==> src/rtl/cdc_handshake_src.sv <==
// Source end of a 4-phase req/ack CDC handshake: holds a word on data_o,
// raises req_o, waits for the synchronized ack, then returns to zero.
module cdc_handshake_src #(
  parameter int unsigned WIDTH   = 8,
  parameter int unsigned STAGES  = 2,
  parameter int unsigned TIMEOUT = 0
) (
  input  logic             clk,
  input  logic             rst,
  input  logic             valid_i,
  input  logic [WIDTH-1:0] data_i,
  output logic             ready_o,
  output logic             req_o,
  output logic [WIDTH-1:0] data_o,
  input  logic             ack_async_i,
  output logic             done_o,
  output logic             err_o
);

  localparam int unsigned CNT_W = (TIMEOUT > 0) ? $clog2(TIMEOUT + 1) : 1;
  localparam bit          TO_EN = (TIMEOUT > 0);
  localparam logic [CNT_W-1:0] CNT_LAST = CNT_W'((TIMEOUT > 0) ? TIMEOUT - 1 : 0);

  typedef enum logic [1:0] {
    IDLE = 2'd0,
    REQ  = 2'd1,
    REL  = 2'd2
  } state_e;

  state_e            state_q, state_d;
  logic [STAGES-1:0] sync_q, sync_d;
  logic              req_q, req_d;
  logic              done_q, done_d;
  logic              err_q, err_d;
  logic [WIDTH-1:0]  data_q, data_d;
  logic [CNT_W-1:0]  cnt_q, cnt_d;
  logic              ack_sync;

  assign ack_sync = sync_q[STAGES-1];
  assign ready_o  = (state_q == IDLE) & ~ack_sync & ~rst;
  assign req_o    = req_q;
  assign data_o   = data_q;
  assign done_o   = done_q;
  assign err_o    = err_q;

  // Next-state and registered-output logic; ack always wins over timeout.
  always_comb begin
    state_d = state_q;
    sync_d  = {sync_q[STAGES-2:0], ack_async_i};
    req_d   = req_q;
    data_d  = data_q;
    cnt_d   = cnt_q;
    done_d  = 1'b0;
    err_d   = 1'b0;
    case (state_q)
      IDLE: begin
        if (valid_i && ready_o) begin
          data_d  = data_i;
          req_d   = 1'b1;
          cnt_d   = '0;
          state_d = REQ;
        end
      end
      REQ: begin
        cnt_d = cnt_q + CNT_W'(1);
        if (ack_sync) begin
          req_d   = 1'b0;
          done_d  = 1'b1;
          state_d = REL;
        end else if (TO_EN && (cnt_q == CNT_LAST)) begin
          req_d   = 1'b0;
          err_d   = 1'b1;
          state_d = REL;
        end
      end
      REL: begin
        if (!ack_sync) state_d = IDLE;
      end
      default: state_d = IDLE;
    endcase
  end

  always_ff @(posedge clk) begin
    if (rst) begin
      state_q <= IDLE;
      sync_q  <= '0;
      req_q   <= 1'b0;
      data_q  <= '0;
      cnt_q   <= '0;
      done_q  <= 1'b0;
      err_q   <= 1'b0;
    end else begin
      state_q <= state_d;
      sync_q  <= sync_d;
      req_q   <= req_d;
      data_q  <= data_d;
      cnt_q   <= cnt_d;
      done_q  <= done_d;
      err_q   <= err_d;
    end
  end

endmodule

==> config.mk <==
export PLATFORM = sky130hd
export DESIGN_NAME = cdc_handshake_src
export DESIGN_NICKNAME = d
export VERILOG_FILES = /design/src/rtl/cdc_handshake_src.sv
export SDC_FILE = /design/constraint.sdc
export NUM_CORES = 1
export LEC_CHECK = 0
export CAP_MARGIN = 40
export CORE_UTILIZATION = 44
export DETAILED_ROUTE_END_ITERATION = 7
export PLACE_DENSITY = 0.81
export REMOVE_ABC_BUFFERS = 1
export SETUP_SLACK_MARGIN = 0.05
export SLEW_MARGIN = 20
export SYNTH_ARGS = -nofsm -noshare
export SYNTH_HDL_FRONTEND = slang
export SYNTH_SLANG_ARGS = --single-unit
==> constraint.sdc <==
create_clock -name clk -period 2.4 [get_ports clk]
set_clock_uncertainty 0.2 [all_clocks]
set_input_delay 0.24 -clock clk [delete_from_list [all_inputs] [get_ports clk]]
set_output_delay 0.24 -clock clk [all_outputs]
set_load 0.02 [all_outputs]
* After elaboration in Yosys (flattened, before gate mapping)
Index checks and enable logic that the tools add are counted.
** Word-level totals
- Output and inout port bits :: 12
- Bits in registers :: 14
- Input bits :: 12
** Operators by class
- Multiplexer cells :: 8
- Reduce and logical (&&, ||, !) cells :: 7
- Equal/unequal tests :: 5
- Bitwise operators :: 5
** Operator list (number)
- $mux 2 :: 3
- $pmux 2 s3 :: 1
- $reduce_and 3->1 :: 2
- $ne 2x2->1 const B :: 2
- $mux 1 :: 3
- $not 1->1 :: 3
- $and 1x1->1 :: 2
- $eq 2x1->1 const B :: 1
- $eq 2x2->1 const B :: 1
- $logic_not 2->1 :: 1
- $ne 2x1->1 const B :: 1
- $pmux 1 s2 :: 1
- $reduce_and 2->1 :: 1
- $reduce_bool 2->1 :: 1
- $reduce_or 2->1 :: 1
- $logic_and 1x1->1 :: 1

* Depth between registers and ports, before layout
- Depth in word-level cells :: 6
- Mapped depth :: 5
- Gate-level depth less buffers :: 3

* Worst setup path before layout
Ideal clock, no wire load.
- Path type :: register to register
- Start point :: register state_q[1]
- End point :: register data_q[1], in the netlist data_o[1]
- Path buffers :: 2
- Data arrival time :: 1.258 ns
- Library setup time :: 0.115 ns
- Period minus slack after synthesis :: 1.574 ns
- Cell stages (with the launch flop) :: 6
- Setup slack :: 0.826 ns
- Cell sequence :: dfxtp_1 > buf_6 > nor4_4 > buf_6 > a21oi_2 > a31o_1
** On the way
- Longest elaborated chain between the ends :: 5
** RTL lines
- from (decl) :: line 30 : state_e state_q, state_d;
- from (signal assigned) :: line 93 : state_q <= state_d;
- $logic_not 2->1 :: line 40 : assign ready_o = (state_q == IDLE) & ~ack_sync & ~rst;
- $and 1x1->1 (2 in series) :: line 40
- via ready_o :: line 12 : output logic ready_o,
- $logic_and 1x1->1 :: line 57 : if (valid_i && ready_o) begin
- $reduce_and 2->1 (no line)
- to (signal assigned) :: line 96 : data_q <= data_d;
- to (decl) :: line 35 : logic [WIDTH-1:0] data_q, data_d;
The timed path passes the listed nets, and every way through them passes these cells.
A chain may end at the register's enable or synchronous reset.

* Worst setup path in the final report
- Start point :: register state_q[1]
- End point :: output ready_o
** On the way
- Longest elaborated chain between the ends :: 3
** RTL lines (line)
- $logic_not 2->1 :: 40
- $and 1x1->1 (2 in series) :: 40
- to (decl) :: 12
No other way between the ends.

==> out/qor.yml <==
grt:
  grt_pass1_vias: 424
  grt_util_met1: 0.208
  gr-usage-all-layers: 0.179
  grt_first_pass_wirelength_um: 1770
  grt_max_degree: 19
  antenna_found_initial: 0
  use_met2: 0.288
  grt_overflow: 0
  grtUsageMet3: 0.0347
  grt-busiest-layer: "met2"
clocking:
  clock-sinks: 14
  clock_latency_ns: 0.27
  post_cts_buffers: 0
  cts-root-buf: "clkbuf_4"
  holdBufCountCts: 0
  cts_max_level: 1
  clkTransAtPathRegs_ns: 0.08
  cts_buffers: 3
  cts.repair.resized: 0
  clockBufferDepth: 2
  tritoncts: "yes"
drt:
  finalWirelength_um: 1110
  vias: 469
  ant_nets: 0
  via_per_inst: 4.94
  avgRoutedWirePerCell_um: 11.7
  first_pass_iters: 4
  drt_iter0_drc: 11
  drc: 0
critical_path:
  critPathMaxFanout: 6
  startpoint_type: "register"
  crit_family: "buffers and inverters"
  path_cells: "nor4_4, clkdlybuf4s50_1"
  slowest_delay_ns: 0.65
  startpoint: "state_q[1]"
  crit_slowest_cell: "clkdlybuf4s50_1"
  crit_type: "register to output port"
  worstSetupEndpointType: "output port"
  crit_buf_inv: 1
  arrival_ns: 1.63
  reg2reg_from: "state_q[1]"
  cp.required_ns: 1.96
timing:
  tightest_slew_ns: 0.591
  drv_slew: 0
  finalCriticalPeriod_ns: 2.07
  rsz0062_at_grt: "no"
  fmax_ghz: 0.483
  slew_headroom: 0.605
  setup_violations: 0
  fin_setup_tns_ns: 0
  hold_viol_final: 0
  fin_crit_sh: 0.862
place:
  gp_congestion: 0.664
  placed_cell_area_um2: 796
  dp_hpwl_um: 759
  port_buffers: 22
cells_and_area:
  fin_nets: 94
  fillers: 105
  drive_above_1_share: 0.185
  n_antenna_cell: 0
  fin_area_um2: 832
  syn_to_final_growth_pct: 37.7
yosys:
  synth-main-ff-cell: "dfxtp_1"
  synth_common_cells: "14 x dfxtp_1, 8 x a21oi_1, 8 x nand2b_1, 7 x a31o_2"
  syn_avg_cell_area_um2: 10.2
  yosysSeqAreaShare: 0.464
  syn_area_um2: 604
  netlist_instances: 59
  synth_edf_count: 0
  ys_ff_latch: 14
  ys_warn_count: 0
  synth_most_common_cell: "dfxtp_1"
  synth.area.top_cells: "dfxtp_1 46%, a31o_2 10%, nand2b_1 8.3%, a21oi_1 6.6%, clkbuf_8 4.6%"
  yosys.cell_types.count: 22
  async_flop_share: 0
  yosysTopAreaCellShare: 0.464
  synth_area_leader_cell: "dfxtp_1"
status:
  status: "complete, no violations"
floorplan:
  fp-row-count: 12
  start_util: 0.509
  boundaryPins: 24
  die_height_um: 39.1
  die_w_um: 39.1
  coreArea_um2: 1190
  die-area_um2: 1530
power:
  power.density_nw_per_um2: 641
  ir_drop_v: 0.000412
  p_leak_uw: 0.000310
flow_run:
  cap_violations: 0
worst_hold_path:
  worstHoldPathType: "register to register"
  worstHoldStart: "sync_q[0]"
[final cells by class]
cell class	instances	area [um2]	share of cell area
flip-flops and latches	14	280	0.337
multi-input cells	38	259	0.311
repair buffers	24	235	0.283
clock buffers	4	36.3	0.0436
well taps	14	17.5	0.0211
inverters	1	3.75	0.00451
[layout by cell type, fill, tap and decap left out, drive strengths merged, types with 2 or more instances in the layout]
master,n
clkdlybuf4s50,22
dfxtp,14
a21oi,9
nand2b,8
a31o,8
clkbuf,4
nor3,2
nor2b,2
buf,2
nor4,2
[worst paths after layout]
| kind | to | slack, ns | cells past startpoint |
|---|---|---|---|
| min reg2reg | sync_q[1] | 0.25 | 1 |
| max | ready_o | 0.33 | 2 |
| min | sync_q[1] | 0.25 | 1 |
| max reg2reg | data_o[4] | 0.81 | 4 |
[cells by family after synthesis]
group,after synthesis,share of synthesized area
AND/OR/NAND/NOR,17,0.190
XOR/XNOR,1,0.0145
other,1,0.00621
buffers and inverters,7,0.108
AO/OA/AOI/OAI,19,0.217
flip-flops,14,0.464
[flip-flops by register name, summed over array words and instances, names as in the netlist]
name	count
done_o	1
data_o	8
req_o	1
state_q	2
sync_q	2
[report_power, final]
| group | internal [uW] | switching, uW | total [uW] |
|---|---|---|---|
| Combinational | 58.5 | 46.9 | 105 |
| Sequential | 247 | 10.7 | 258 |
| Clock | 92.3 | 77.6 | 170 |
[routing by layer]
| metal | wire (um) | part of all wire |
|---|---|---|
| met1 | 570 | 0.51 |
| met2 | 476 | 0.43 |
| met3 | 53 | 0.048 |
| met4 | 10 | 0.0090 |
| met5 | 0 | 0 |
[through the flow]
step / cells / setup slack (ns) / util / hold WS (ns) / power, uW
2_1_floorplan: 53 / 0.571 / - / 0.109 / 310
3_3_place_gp: 91 / 0.460 / 0.671 / 0.218 / 367
3_5_place_dp: 91 / 0.440 / 0.671 / 0.232 / 369
4_1_cts: 95 / 0.299 / 0.701 / 0.258 / 541
5_1_grt: 95 / 0.249 / 0.701 / 0.272 / 561
6_report: 95 / 0.331 / 0.701 / 0.247 / 533
(Power assumes the default switching activity.)
